### src/rtl/video_timing_pattern_gen_if.sv
// Parallel video output bus: pixel, syncs, raster position and frame status, all mutually aligned.
interface video_timing_pattern_gen_if #(
    parameter int DATA_W = 8,
    parameter int CNT_W  = 12
);
    logic              vid_de;
    logic              vid_hs;
    logic              vid_vs;
    logic [DATA_W-1:0] vid_r;
    logic [DATA_W-1:0] vid_g;
    logic [DATA_W-1:0] vid_b;
    logic [CNT_W-1:0]  x_pos;
    logic [CNT_W-1:0]  y_pos;
    logic              frame_start;
    logic [15:0]       frame_cnt;
    logic [2:0]        active_pattern;

    modport master (
        output vid_de, vid_hs, vid_vs, vid_r, vid_g, vid_b,
               x_pos, y_pos, frame_start, frame_cnt, active_pattern
    );

    modport slave (
        input  vid_de, vid_hs, vid_vs, vid_r, vid_g, vid_b,
               x_pos, y_pos, frame_start, frame_cnt, active_pattern
    );
endinterface

### src/rtl/video_timing_pattern_gen.sv
// Raster timing and test-pattern generator; every output is registered one enabled cycle after the counter state.
// No backpressure: clk_en is the only stall and freezes all state and outputs in place.
module video_timing_pattern_gen #(
    parameter int H_ACTIVE = 1280,
    parameter int H_FP     = 110,
    parameter int H_SYNC   = 40,
    parameter int H_BP     = 220,
    parameter int V_ACTIVE = 720,
    parameter int V_FP     = 5,
    parameter int V_SYNC   = 5,
    parameter int V_BP     = 20,
    parameter bit HS_POL   = 1'b1,
    parameter bit VS_POL   = 1'b1,
    parameter int DATA_W   = 8,
    parameter int CNT_W    = 12,
    parameter int CHK_LOG2 = 4
) (
    input  logic                    clk,
    input  logic                    reset,
    input  logic                    clk_en,
    input  logic [2:0]              pattern_sel,
    input  logic [3*DATA_W-1:0]     solid_rgb,
    video_timing_pattern_gen_if.master vid
);
    localparam int H_TOTAL = H_ACTIVE + H_FP + H_SYNC + H_BP;
    localparam int V_TOTAL = V_ACTIVE + V_FP + V_SYNC + V_BP;
    localparam int BAR_W   = H_ACTIVE / 8;

    localparam logic [CNT_W-1:0] H_LAST   = CNT_W'(H_TOTAL - 1);
    localparam logic [CNT_W-1:0] V_LAST   = CNT_W'(V_TOTAL - 1);
    localparam logic [CNT_W-1:0] H_ACT    = CNT_W'(H_ACTIVE);
    localparam logic [CNT_W-1:0] V_ACT    = CNT_W'(V_ACTIVE);
    localparam logic [CNT_W-1:0] HS_BEG   = CNT_W'(H_ACTIVE + H_FP);
    localparam logic [CNT_W-1:0] HS_END   = CNT_W'(H_ACTIVE + H_FP + H_SYNC);
    localparam logic [CNT_W-1:0] VS_BEG   = CNT_W'(V_ACTIVE + V_FP);
    localparam logic [CNT_W-1:0] VS_END   = CNT_W'(V_ACTIVE + V_FP + V_SYNC);
    localparam logic [CNT_W-1:0] BAR_LAST = CNT_W'(BAR_W - 1);
    localparam logic [DATA_W-1:0] FULL    = '1;

    logic [CNT_W-1:0]    h_cnt;
    logic [CNT_W-1:0]    v_cnt;
    logic [CNT_W-1:0]    bar_px;
    logic [2:0]          bar_idx;
    logic [2:0]          pat_q;
    logic [3*DATA_W-1:0] solid_q;
    logic [15:0]         frame_q;

    logic              h_last;
    logic              v_last;
    logic              de_c;
    logic              hs_c;
    logic              vs_c;
    logic [7:0]        scroll;
    logic [DATA_W-1:0] r_c;
    logic [DATA_W-1:0] g_c;
    logic [DATA_W-1:0] b_c;

    always_comb begin
        h_last = (h_cnt == H_LAST);
        v_last = (v_cnt == V_LAST);
        de_c   = (h_cnt < H_ACT) && (v_cnt < V_ACT);
        hs_c   = ((h_cnt >= HS_BEG) && (h_cnt < HS_END)) ? HS_POL : ~HS_POL;
        vs_c   = ((v_cnt >= VS_BEG) && (v_cnt < VS_END)) ? VS_POL : ~VS_POL;
        scroll = 8'(h_cnt) - 8'({frame_q, 1'b0});
        r_c    = '0;
        g_c    = '0;
        b_c    = '0;
        if (de_c) begin
            case (pat_q)
                // Bar order white..black maps onto the inverted bits of the bar index.
                3'd0: begin
                    r_c = {DATA_W{~bar_idx[1]}};
                    g_c = {DATA_W{~bar_idx[2]}};
                    b_c = {DATA_W{~bar_idx[0]}};
                end
                3'd1: begin
                    r_c = DATA_W'(h_cnt);
                    g_c = DATA_W'(h_cnt);
                    b_c = DATA_W'(h_cnt);
                end
                3'd2: begin
                    if (h_cnt[CHK_LOG2] ^ v_cnt[CHK_LOG2]) begin
                        r_c = FULL;
                        g_c = FULL;
                        b_c = FULL;
                    end
                end
                3'd3: {r_c, g_c, b_c} = solid_q;
                3'd4: begin
                    if (scroll < 8'd16) begin
                        r_c = FULL;
                        g_c = FULL;
                        b_c = FULL;
                    end
                end
                default: ;
            endcase
        end
    end

    always_ff @(posedge clk or posedge reset) begin
        if (reset) begin
            h_cnt              <= '0;
            v_cnt              <= '0;
            bar_px             <= '0;
            bar_idx            <= '0;
            pat_q              <= '0;
            solid_q            <= '0;
            frame_q            <= '0;
            vid.vid_de         <= 1'b0;
            vid.vid_hs         <= ~HS_POL;
            vid.vid_vs         <= ~VS_POL;
            vid.vid_r          <= '0;
            vid.vid_g          <= '0;
            vid.vid_b          <= '0;
            vid.x_pos          <= '0;
            vid.y_pos          <= '0;
            vid.frame_start    <= 1'b0;
            vid.frame_cnt      <= '0;
            vid.active_pattern <= '0;
        end else if (clk_en) begin
            h_cnt <= h_last ? '0 : h_cnt + CNT_W'(1);
            if (h_last) begin
                v_cnt <= v_last ? '0 : v_cnt + CNT_W'(1);
            end

            // Bar position tracked incrementally so no divider sits on the pixel path.
            if (h_last || (bar_px == BAR_LAST)) begin
                bar_px <= '0;
            end else begin
                bar_px <= bar_px + CNT_W'(1);
            end
            if (h_last) begin
                bar_idx <= '0;
            end else if (bar_px == BAR_LAST) begin
                bar_idx <= bar_idx + 3'd1;
            end

            if (h_last && v_last) begin
                pat_q   <= pattern_sel;
                solid_q <= solid_rgb;
                frame_q <= frame_q + 16'd1;
            end

            vid.vid_de         <= de_c;
            vid.vid_hs         <= hs_c;
            vid.vid_vs         <= vs_c;
            vid.vid_r          <= r_c;
            vid.vid_g          <= g_c;
            vid.vid_b          <= b_c;
            vid.x_pos          <= h_cnt;
            vid.y_pos          <= v_cnt;
            vid.frame_start    <= (h_cnt == '0) && (v_cnt == '0);
            vid.frame_cnt      <= frame_q;
            vid.active_pattern <= pat_q;
        end
    end
endmodule

### src/flat_wrapper.sv
// flat-port wrapper written by rule: the top's interface ports become plain ports
module video_timing_pattern_gen_flat 
#(
    parameter int H_ACTIVE = 1280,
    parameter int H_FP     = 110,
    parameter int H_SYNC   = 40,
    parameter int H_BP     = 220,
    parameter int V_ACTIVE = 720,
    parameter int V_FP     = 5,
    parameter int V_SYNC   = 5,
    parameter int V_BP     = 20,
    parameter bit HS_POL   = 1'b1,
    parameter bit VS_POL   = 1'b1,
    parameter int DATA_W   = 8,
    parameter int CNT_W    = 12,
    parameter int CHK_LOG2 = 4
)
  (clk, reset, clk_en, pattern_sel, solid_rgb, vid_vid_de, vid_vid_hs, vid_vid_vs, vid_vid_r, vid_vid_g, vid_vid_b, vid_x_pos, vid_y_pos, vid_frame_start, vid_frame_cnt, vid_active_pattern);
  video_timing_pattern_gen_if #(.DATA_W(DATA_W), .CNT_W(CNT_W)) vid_i ();
  input  logic clk;
  input  logic reset;
  input  logic clk_en;
  input  logic [2:0] pattern_sel;
  input  logic [3*DATA_W-1:0] solid_rgb;
  output wire logic [$bits(vid_i.vid_de)-1:0] vid_vid_de;
  output wire logic [$bits(vid_i.vid_hs)-1:0] vid_vid_hs;
  output wire logic [$bits(vid_i.vid_vs)-1:0] vid_vid_vs;
  output wire logic [$bits(vid_i.vid_r)-1:0] vid_vid_r;
  output wire logic [$bits(vid_i.vid_g)-1:0] vid_vid_g;
  output wire logic [$bits(vid_i.vid_b)-1:0] vid_vid_b;
  output wire logic [$bits(vid_i.x_pos)-1:0] vid_x_pos;
  output wire logic [$bits(vid_i.y_pos)-1:0] vid_y_pos;
  output wire logic [$bits(vid_i.frame_start)-1:0] vid_frame_start;
  output wire logic [$bits(vid_i.frame_cnt)-1:0] vid_frame_cnt;
  output wire logic [$bits(vid_i.active_pattern)-1:0] vid_active_pattern;
  assign vid_vid_de = vid_i.vid_de;
  assign vid_vid_hs = vid_i.vid_hs;
  assign vid_vid_vs = vid_i.vid_vs;
  assign vid_vid_r = vid_i.vid_r;
  assign vid_vid_g = vid_i.vid_g;
  assign vid_vid_b = vid_i.vid_b;
  assign vid_x_pos = vid_i.x_pos;
  assign vid_y_pos = vid_i.y_pos;
  assign vid_frame_start = vid_i.frame_start;
  assign vid_frame_cnt = vid_i.frame_cnt;
  assign vid_active_pattern = vid_i.active_pattern;
  video_timing_pattern_gen #(.H_ACTIVE(H_ACTIVE), .H_FP(H_FP), .H_SYNC(H_SYNC), .H_BP(H_BP), .V_ACTIVE(V_ACTIVE), .V_FP(V_FP), .V_SYNC(V_SYNC), .V_BP(V_BP), .HS_POL(HS_POL), .VS_POL(VS_POL), .DATA_W(DATA_W), .CNT_W(CNT_W), .CHK_LOG2(CHK_LOG2)) u_core (.clk(clk), .reset(reset), .clk_en(clk_en), .pattern_sel(pattern_sel), .solid_rgb(solid_rgb), .vid(vid_i));
endmodule
### config.mk
export PLATFORM = sky130hd
export DESIGN_NAME = video_timing_pattern_gen_flat
export DESIGN_NICKNAME = d
export VERILOG_FILES = /design/src/rtl/video_timing_pattern_gen_if.sv /design/src/rtl/video_timing_pattern_gen.sv /design/src/flat_wrapper.sv
export SDC_FILE = /design/constraint.sdc
export NUM_CORES = 1
export LEC_CHECK = 0
export CELL_PAD_IN_SITES_DETAIL_PLACEMENT = 0
export CELL_PAD_IN_SITES_GLOBAL_PLACEMENT = 1
export CORE_MARGIN = 1.5
export CORE_UTILIZATION = 43
export DETAILED_ROUTE_END_ITERATION = 12
export PLACE_DENSITY_LB_ADDON = 0.12
export SLEW_MARGIN = 10
export SYNTH_ARGS = -nofsm -noshare
export SYNTH_HDL_FRONTEND = slang
export SYNTH_SLANG_ARGS = --single-unit
### constraint.sdc
create_clock -name clk -period 6.8 [get_ports clk]
set_clock_uncertainty 0.15 [all_clocks]
set_input_delay 1.36 -clock clk [delete_from_list [all_inputs] [get_ports clk]]
set_output_delay 1.36 -clock clk [all_outputs]
set_load 0.02 [all_outputs]
==> metrics.cfg <==
[run_status]
status=completed

[global_route]
grt_usage=0.2362
grt_pass1_wl_um=33840
overflow=0
antenna_found_initial=0
grt_start_max_net_pins=104
grt_pass1_vias=6424

[floorplan]
pin_count=101
rows=48
die-height_um=136.5
design.core.area_um2=17360
initial_core_util=0.4414
dieArea_um2=18630
fp.dieW_um=136.5

[synth]
yosys.area_share.simple=0.2187
ys_warn_count=0
postSynth.asyncResetShare=1.000
synth_top_area_share=0.4998
yosysSeqAreaShare=0.4998
synth_compound_area_frac=0.1034
synth_edf_count=0
synth_area_um2=7661
synthMuxAreaShare=0.06729
synth_ff_type=dfrtp_1
synth-xor-area-share=0.04687
synth.area.top_cells=dfrtp_1, nand2_1, mux2_2
syn-num-nets=851
synth_fa_ha_area_frac=0.02450
synth-seq-cells=153
synth.largest_area_cell=dfrtp_1
synth_top_family_by_area=simple AND/OR/NAND/NOR gates
syn_area_per_cell_um2=9.505
netlist_instances=806
synth_cell_types=52

[finish]
final_util=0.5416
areaGrowthSynthToFinish_pct=22.70
drive_above_1_share=0.1066
finalNonFillerCells=1116
nets=923
final_cell_mix=nand2_1, dfrtp_1, clkdlybuf4s50_1, nor2_1, o31ai_1
antenna_cells=0
final_common_cell=nand2_1

[worst_setup_path]
regToRegSetupSlack_ns=3.59
crit_arrival_ns=4.03
startpoint_type=primary input
reg2reg_depth=6
crit_required_ns=7.01
critPathCapture=u_core.vid.vid_b[4]
path_max_fanout=35
r2r-start=u_core.h_cnt[3]
worstSetupPathType=primary input to flip-flop
endpoint_kind=flip-flop
rr_endpoint=u_core.vid.vid_r[4]
crit_start=clk_en

[cts]
cts_num_sinks=153
insertion_delay_ns=0.43
cts_root_buf=clkbuf_16
clk_path_buf_depth=2
cts_max_level=4
cts_tree=built
cts_buffers=17
cts_setup_buffers=0
hold_buffers=0
cts_resized=0
clkTransAtPathRegs_ns=0.06

[routing]
routed-via-count=6483
routed_wl_um=21020
drt-wirelength-per-cell_um=18.84
initialDrtViolationCount=573
drc=0
routed_via_density=5.809
ant_nets=0
top_layer_used=met4
wl_met3_um=1239
first_pass_iters=5
route.layer.met1.wl_um=9405
met2_length_um=9976

[timing]
setup_viol=0
post-route-period-util=0.5621
worst_slew_pin_slew_ns=1.229
hold_viol=0
tns_ns=0
slew_violations=0
fmax_mhz=261.6
rsz0062_at_grt=no
min_period_ns=3.822
slew_headroom=0.1781

[worst_hold_path]
hold_path.class=flip-flop to flip-flop
min-delay-start=u_core.solid_q[13]

[power]
cellPowerDensity_nw_per_um2=276.4
fin_total_pwr_mw=2.598
ir_drop_v=0.0001983
p_leak_nw=4.084

[place]
gp_congestion=0.8524
placed_cells=1084
port_buffers=100
hpwlAfterDp_um=14010

[run]
max_cap_viol_count=0

-- critical path, stage by stage --
cell,delay (ns)
buf_2,0.59
nor4b_1,0.31
nand3_1,0.89
o31ai_1,0.60
o31ai_1,0.14
nor2_1,0.12
-- stage by stage --
| stage | setup slack [ns] | area [um^2] | hold slack [ns] |
|---|---|---|---|
| after CTS | 3.080 | 9400 | 0.3190 |
| final | 2.978 | 9400 | 0.3175 |
| after global routing | 2.784 | 9400 | 0.3536 |
| after detailed placement | 2.640 | 8802 | 0.3057 |
| after floorplan | 1.169 | 7661 | 0.2862 |
| after global placement | 2.691 | 8802 | 0.3027 |
-- area by class of cell --
class	count	area, um^2
flip-flops and latches	153	3829
repair buffers	109	1064
clock inverters	11	147.6
clock buffers	21	450.4
fillers	1554	7956
inverters	19	76.32
multi-input cells	578	3552
well taps	225	281.5
-- power breakdown --
part | internal (mW) | switching (mW) | total [mW]
clock | 0.586 | 0.383 | 0.970
sequential | 0.982 | 0.108 | 1.09
combinational | 0.211 | 0.327 | 0.539
-- synthesized netlist by cell type, types with 2 or more instances --
master / number
o211ai_1: 4
nand3b_1: 3
o21ai_0: 20
nand4_1: 41
o2bb2ai_1: 3
nor4_1: 12
nand4b_1: 2
clkbuf_1: 43
nor2b_1: 3
xnor2_1: 19
or2_2: 2
xor2_1: 22
o311ai_0: 2
ha_1: 15
or3_1: 3
nor3_2: 2
nor2_1: 65
nand2_1: 167
mux2_2: 44
buf_1: 3
and4_1: 3
a21oi_1: 5
buf_2: 8
dfrtp_1: 153
a31oi_1: 26
nand3_1: 26
nor3_1: 14
nand2b_1: 5
o31ai_1: 49
mux2i_1: 2
inv_1: 19
-- worst min path at each step --
stage                              end  cells past startpoint
floorplan           u_core.frame_q[15]                      1
global placement    u_core.solid_q[13]                      2
detailed placement  u_core.solid_q[13]                      2
CTS                 u_core.solid_q[13]                      2
global route        u_core.solid_q[16]                      2
finish              u_core.solid_q[13]                      2
-- metal layers --
| metal | track usage | vias up |
|---|---|---|
| li1 | - | 2998 |
| met5 | 0 | - |
| met1 | 0.3199 | 3182 |
| met3 | 0.04810 | 36 |
| met2 | 0.3730 | 267 |
| met4 | 0.08806 | 0 |
-- state kept, by name, summed over array words and instances, names as in the netlist, 8 cells and up --
signal / cells
u_core.bar_px: 12
u_core.frame_q: 16
u_core.h_cnt: 12
u_core.solid_q: 24
u_core.v_cnt: 12
u_core.vid.frame_cnt: 16
u_core.vid.vid_b: 8
u_core.vid.vid_g: 8
u_core.vid.vid_r: 8
u_core.vid.x_pos: 12
u_core.vid.y_pos: 12
-- logic make-up after synthesis --
| family | Yosys count |
|---|---|
| xor+xnor | 41 |
| simple gates | 359 |
| compound gates | 117 |
| buf+inv | 75 |
| mux | 46 |
| flops | 153 |
| fa+ha+maj | 15 |
(Power assumes the default switching activity.)
